<file path="src/rtl/red_pitaya_scope_acq_ctrl.sv">
// Acquisition sequencer for one scope capture buffer: arm, pre-trigger fill,
// trigger acceptance, post-trigger delay and completion, plus RAM write pointer.
module red_pitaya_scope_acq_ctrl #(
    parameter int RSZ  = 14,
    parameter int TW   = 32,
    parameter int NTRG = 8
) (
    input  logic            adc_clk_i,
    input  logic            adc_rst_i,
    input  logic            arm_i,
    input  logic            abort_i,
    input  logic [3:0]      trig_sel_i,
    input  logic [NTRG-1:0] trig_vec_i,
    input  logic [RSZ-1:0]  pre_i,
    input  logic [TW-1:0]   dly_i,
    input  logic            smp_vld_i,
    output logic            wen_o,
    output logic [RSZ-1:0]  wptr_o,
    output logic [RSZ-1:0]  tptr_o,
    output logic            trig_o,
    output logic            armed_o,
    output logic            trigd_o,
    output logic            done_o
);

    localparam logic [2:0] ST_IDLE = 3'd0;
    localparam logic [2:0] ST_FILL = 3'd1;
    localparam logic [2:0] ST_WAIT = 3'd2;
    localparam logic [2:0] ST_POST = 3'd3;
    localparam logic [2:0] ST_DONE = 3'd4;

    logic [2:0]     r_state;
    logic [RSZ-1:0] r_wptr;
    logic [RSZ-1:0] r_tptr;
    logic [RSZ-1:0] r_pre_cnt;
    logic [TW-1:0]  r_post_cnt;
    logic           r_trig;

    logic           w_active;
    logic           w_trig_hit;
    logic [RSZ-1:0] w_pre_nxt;

    // Pre-trigger count stops at the top so a huge pre_i cannot wrap it.
    function automatic logic [RSZ-1:0] sat_inc(input logic [RSZ-1:0] v);
        if (&v) begin
            return v;
        end
        return v + RSZ'(1);
    endfunction

    // Select 0 and any select above NTRG match no source.
    always_comb begin
        w_trig_hit = 1'b0;
        for (int k = 0; k < NTRG; k++) begin
            if ((trig_sel_i == 4'(k + 1)) && trig_vec_i[k]) begin
                w_trig_hit = 1'b1;
            end
        end
    end

    assign w_active  = (r_state == ST_FILL) || (r_state == ST_WAIT) || (r_state == ST_POST);
    assign w_pre_nxt = sat_inc(r_pre_cnt);

    // Write enable depends only on registered state and the sample strobe.
    assign wen_o   = smp_vld_i & w_active;
    assign wptr_o  = r_wptr;
    assign tptr_o  = r_tptr;
    assign trig_o  = r_trig;
    assign armed_o = w_active;
    assign trigd_o = (r_state == ST_POST) || (r_state == ST_DONE);
    assign done_o  = (r_state == ST_DONE);

    always_ff @(posedge adc_clk_i) begin
        if (adc_rst_i) begin
            r_state    <= ST_IDLE;
            r_wptr     <= '0;
            r_tptr     <= '0;
            r_pre_cnt  <= '0;
            r_post_cnt <= '0;
            r_trig     <= 1'b0;
        end else begin
            r_trig <= 1'b0;
            if (abort_i) begin
                r_state <= ST_IDLE;
            end else if (arm_i) begin
                // Restart from address 0; a coincident trigger is deliberately dropped.
                r_wptr    <= '0;
                r_pre_cnt <= '0;
                r_state   <= (pre_i != '0) ? ST_FILL : ST_WAIT;
            end else begin
                if (wen_o) begin
                    r_wptr <= r_wptr + RSZ'(1);
                end
                case (r_state)
                    ST_FILL: begin
                        if (wen_o) begin
                            r_pre_cnt <= w_pre_nxt;
                            if (w_pre_nxt == pre_i) begin
                                r_state <= ST_WAIT;
                            end
                        end
                    end
                    ST_WAIT: begin
                        // The trigger-cycle write is the trigger sample, not a post sample.
                        if (w_trig_hit) begin
                            r_tptr     <= r_wptr;
                            r_trig     <= 1'b1;
                            r_post_cnt <= dly_i;
                            r_state    <= (dly_i == '0) ? ST_DONE : ST_POST;
                        end
                    end
                    ST_POST: begin
                        if (wen_o) begin
                            r_post_cnt <= r_post_cnt - TW'(1);
                            if (r_post_cnt == TW'(1)) begin
                                r_state <= ST_DONE;
                            end
                        end
                    end
                    default: begin
                    end
                endcase
            end
        end
    end

endmodule

</file>
<file path="config.mk">
export PLATFORM = sky130hd
export DESIGN_NAME = red_pitaya_scope_acq_ctrl
export DESIGN_NICKNAME = d
export VERILOG_FILES = /design/src/rtl/red_pitaya_scope_acq_ctrl.sv
export SDC_FILE = /design/constraint.sdc
export NUM_CORES = 1
export LEC_CHECK = 0
export ABC_AREA = 1
export BUFFER_PORTS_ARGS = -buffer_cell sky130_fd_sc_hd__buf_2
export CORE_AREA = 2 2 115 117
export CTS_BUF_LIST = sky130_fd_sc_hd__clkbuf_16
export DETAILED_ROUTE_END_ITERATION = 10
export DIE_AREA = 0 0 117 119
export PLACE_DENSITY = 0.57
export SLEW_MARGIN = 20
export SYNTH_ARGS = -nofsm -noshare
export SYNTH_HDL_FRONTEND = slang
export SYNTH_SLANG_ARGS = --single-unit
</file>
<file path="constraint.sdc">
create_clock -name adc_clk_i -period 3.6 [get_ports adc_clk_i]
set_input_delay 0.18 -clock adc_clk_i [delete_from_list [all_inputs] [get_ports adc_clk_i]]
set_output_delay 0.18 -clock adc_clk_i [all_outputs]
set_load 0.1 [all_outputs]
</file>
# Yosys cells after proc, flatten, opt, wreduce, memory -nomap -nowiden
# Index checks and enable logic that the tools add are counted.
# word_totals
reg_bits	78
elab_cells	88
in_bits	63
# classes
n_eq_ne	21
addsub	3
muxes	29
reduce_logical	25
bitwise	4
# ops
cell	count
14-bit two-way mux	7
32-bit two-way mux	2
32-bit case mux with 2 select lines	1
32-bit by 1-bit equality test with 1-bit output (second input constant)	1
32-bit logical NOT	1
32-bit by 1-bit subtractor with 32-bit output (second input constant)	1
14-bit by 1-bit adder with 14-bit output (second input constant)	2
3-bit two-way mux	7
4-bit by 3-bit equality test with 1-bit output (second input constant)	4
14-bit equality test	1
14-bit AND reduction	1
14-bit nonzero test	1
1-bit two-way mux	10
3-bit inequality test (second input constant)	3
3-bit case mux with 3 select lines	1
4-bit by 2-bit equality test with 1-bit output (second input constant)	2
1-bit logical AND	8
3-bit by 2-bit equality test with 1-bit output (second input constant)	2
3-bit by 2-bit inequality test with 1-bit output (second input constant)	2
6-bit AND reduction	1
2-bit nonzero test	3
5-bit AND reduction	1
4-bit by 1-bit equality test with 1-bit output (second input constant)	1
4-bit equality test (second input constant)	1
13 further kinds	18

# Longest topological paths before layout
# depth
depth_word	13
mapped_depth	19
depth_no_buf	19

# Worst setup path after synthesis
# Ideal clock, no wire load.
# synth_timing
path_type	register -> register
from	register r_state[0]
to	register r_wptr[11] (netlist: wptr_o[11])
t_arrival_ps	2995
synth_period_minus_slack_ps	3062
stages_incl_launch_ff	14
required_time_ps	3533
setup_time_ps	67
setup_slack_ps	538
path_buffers	0
path_cell_list	dfxtp_1 -> nor2_1 -> nor2_1 -> nand2_1 -> nand2_1 -> nand2_2 -> nor3_1 -> nand2_1 -> inv_1 -> nand2_1 -> nor2_1 -> nand2_1 -> xor2_1 -> nor2_1
# synth_via
elab_chain_len	6
word_cells_on_any_way	8
# synth_lines
element	line_no	rtl
from (decl)	32	logic [2:0] r_state;
from (signal assigned)	89	r_state <= (pre_i != '0) ? ST_FILL : ST_WAIT;
from (signal assigned)	109	r_state <= (dly_i == '0) ? ST_DONE : ST_POST;
3-bit by 1-bit equality test with 1-bit output or 3-bit by 2-bit equality test with 1-bit output (tied branches)	61	assign w_active = (r_state == ST_FILL) || (r_state == ST_WAIT) || (r_state == ST_POST);
1-bit logical OR	61	
1-bit logical OR (*)	61	
net armed_o	21	output logic armed_o,
1-bit bitwise AND (*)	65	assign wen_o = smp_vld_i & w_active;
2-bit nonzero test (no source line) (*)	--	
2-bit AND reduction (no source line) (*)	--	
to (signal assigned)	92	r_wptr <= r_wptr + RSZ'(1);
to (decl)	33	logic [RSZ-1:0] r_wptr;
# The timed path passes the listed nets; every way through them passes the cells marked *.
# A chain may end at the register's enable or synchronous reset.

# Worst setup path in the final report
# layout_timing
from	register r_state[1]
to	register r_post_cnt[10]
# layout_via
elab_chain_len	6
word_cells_on_any_way	11
# layout_lines
element	line_no	rtl
3-bit by 1-bit equality test with 1-bit output or 3-bit by 2-bit equality test with 1-bit output (tied branches)	61, 94	
1-bit logical OR (2 in a row)	61	
1-bit bitwise AND	65	
2-bit inequality test (no source line)	--	
5-bit AND reduction (no source line)	--	
to (signal assigned)	108	r_post_cnt <= dly_i;
to (signal assigned)	114	r_post_cnt <= r_post_cnt - TW'(1);
to (decl)	36	logic [TW-1:0] r_post_cnt;
# Several ways; a longest one is shown, not always the timed one.

==> results.json <==
{
  "clock-root-buffer": "clkbuf_16",
  "layout_min_cycle_time_ps": 2539,
  "ys_ff_latch": 78,
  "reg2reg_from": "r_state[1]",
  "wl_met2_mm": 6.435,
  "post-dp-hpwl_mm": 10.34,
  "grt_pass1_wl_mm": 22.76,
  "status": "finished, final reports clean",
  "dr_wl_met3_um": 728,
  "yosys_warnings": 0,
  "relSlewSlack_pct": 54.01,
  "dpl_cell_area_um2": 5635,
  "num_rows": 42,
  "finalHoldViolCount": 0,
  "syn-instance-count": 803,
  "ant_nets": 0,
  "clock.fmax_ghz": 0.3939,
  "routed.top_layer": "met4",
  "cts_tree": "done",
  "cp_slowest_cell": "inv_1",
  "dr_total_vias": 5308,
  "grt_max_degree": 45,
  "worstMarginPinSlew_ps": 689.1,
  "io_buffers": 95,
  "ctsHtreeMaxLevel": 3,
  "cp_common_cell": "inv_1",
  "grt_usage_pct": 20.64,
  "crit_arrival_ps": 2750,
  "drive_gt1_share_pct": 17.11,
  "worstPathMaxFanout": 44,
  "critical-path-top-delay-family": "buffers and inverters",
  "boundaryPins": 96,
  "dieArea_um2": 13920,
  "cap_violations": 0,
  "min-delay-start": "dly_i[7]",
  "setup_violations": 0,
  "fin_area_um2": 5923,
  "report.final.slew_viol_count": 0,
  "antenna_found_initial": 0,
  "globalplace.congestion": 0.8999,
  "clk_latency_ps": 350,
  "syn_area_per_cell_um2": 6.225,
  "pwr_density_cell_nw_per_um2": 353.4,
  "numClockSinks": 78,
  "drc_errors": 0,
  "vias_per_cell": 4.961,
  "end_kind": "flop",
  "grt_pass1_vias": 4686,
  "grt_setup_unrepaired": "false",
  "n_antenna_cell": 0,
  "cp-start-kind": "flop",
  "cp.required_ps": 3810,
  "yosysSeqAreaShare_pct": 31.24,
  "tns_ps": 0,
  "post-route-util_pct": 46.01,
  "grt-ovfl-total": 0,
  "num-nets-final": 956,
  "leakagePower_nw": 2.809,
  "first_pass_iters": 5,
  "startpoint": "r_state[1]",
  "post-route-period-util_pct": 70.52,
  "routedWlPerCell_um": 13.15,
  "post_cts_buffers": 0,
  "dieWidth_um": 117,
  "path_cells": "inv_1, nor2_1, inv_1, nor2_2, buf_4, nand3_1, nand2_1, buf_4, inv_1, o21ai_0, a21oi_1",
  "critPathMaxStageDelay_ps": 420,
  "coreArea_um2": 12870,
  "cts.repair.resized": 0,
  "cts_made_buffers": 9,
  "cts.clk_slew.worst_paths_ps": 70,
  "syn_nets": 870,
  "synthToLayoutAreaGrowth_pct": 18.50,
  "critical_path_class": "reg -> reg",
  "holdCritPathClass": "in -> reg",
  "syn_area_um2": 4999,
  "drtIter0Drc": 274,
  "die_y_um": 119,
  "path_buf_inv": 5,
  "holdBufCountCts": 0,
  "ir_drop_v": 0.0002030,
  "drt-met1-wl_mm": 6.675,
  "clock_path_buffers": 2,
  "drt-total-wl_mm": 14.07,
  "finClkSkew_ps": 5.372,
  "start_util_pct": 38.82,
  "synth_cell_types": 39
}
## through the flow
| stage | setup slack [ps] | cells | hold WS (ps) | power [W] |
|---|---|---|---|---|
| after floorplan | 538.5 | 803 | 340.7 | 0.001106 |
| after global placement | 1037 | 1054 | 432.0 | 0.001208 |
| after detailed placement | 980.1 | 1054 | 434.5 | 0.001205 |
| after CTS | 1027 | 1070 | 89.20 | 0.002123 |
| after global routing | 734.3 | 1070 | 119.8 | 0.002200 |
| final | 1061 | 1070 | 107.7 | 0.002093 |
## tightest hold or removal path: stages
cell,delay (ps)
buf_2,100
nand2_1,60
a31oi_1,70
## path summary, 6_finish.rpt
check | endpoint | slack (ps) | depth (start not counted)
worst max-delay path | r_post_cnt[10] | 1060 | 11
worst min-delay path | r_post_cnt[7] | 110 | 3
worst max register to register | r_post_cnt[10] | 1060 | 11
worst min register to register | tptr_o[2] | 440 | 2
## power by group
part	switching, W	internal (W)	leakage (nW)
Combinational	0.000205	0.000104	2.04
Sequential	0.00000749	0.000870	0.629
Clock	0.000424	0.000482	0.139
## synth_stat cells (all sizes together)
cell | count | area [um^2]
nand4 | 13 | 87.58
nor3 | 24 | 130.1
xor2 | 11 | 96.34
buf | 10 | 61.30
clkinv | 1 | 3.750
a31oi | 15 | 93.84
ha | 4 | 50.05
nor4 | 10 | 62.56
o31ai | 1 | 7.510
a21oi | 77 | 385.4
nand2 | 174 | 675.7
nand3 | 50 | 290.3
nand3b | 3 | 22.52
o21bai | 2 | 15.01
a211oi | 2 | 15.01
o21ai | 74 | 370.4
nor2 | 117 | 486.7
clkbuf | 17 | 65.06
o22ai | 2 | 12.51
dfxtp | 78 | 1562
o21a | 3 | 22.52
a21boi | 1 | 7.510
o211ai | 2 | 15.01
or2 | 5 | 31.28
inv | 102 | 385.4
xnor2 | 5 | 43.79
## placed cells by master (no fill, tap or decap), types with 4 or more instances in the layout
master and count:
a21oi_1 77, or2_2 5, nand3_1 42, nand3_2 8, buf_2 94, buf_4 7, clkbuf_16 9, xnor2_1 5
inv_1 99, nand2_1 169, nor3_1 22, a31oi_1 15, nor2_4 4, nor2_1 106, nor2_2 7, ha_1 4
nor4_1 10, xor2_1 11, nand4_1 12, o21ai_0 73, dfxtp_1 78
## state kept, by name (all words and copies together), names as in the netlist
signal	flops
r_post_cnt	32
wptr_o	14
r_pre_cnt	14
r_state	3
tptr_o	14
trig_o	1
## layer usage
layer  GRT usage (%)  up-vias
met2           33.09      110
met5               0        -
met1           27.56     2366
met3           4.427       17
li1                -     2815
met4           6.471        0
## layout make-up
| type | instances | area (um^2) |
|---|---|---|
| clock inverter | 7 | 62.56 |
| timing repair buffer | 102 | 543.0 |
| clock buffer | 9 | 225.2 |
| fill | 1403 | 6952 |
| sequential | 78 | 1562 |
| multi-input combinational | 595 | 2922 |
| tap | 176 | 220.2 |
| inverter | 103 | 389.1 |
## cells by family (layout without fill, tap and decap cells)
family          count (synthesis)  in the layout  share of synthesized area (%)
compound gates                179            179                          18.90
xor+xnor                       16             16                          2.803
fa+ha+maj                       4              4                          1.001
buf+inv                       130            221                          10.31
flops                          78             78                          31.24
simple gates                  396            396                          35.74
(Power assumes the default switching activity.)
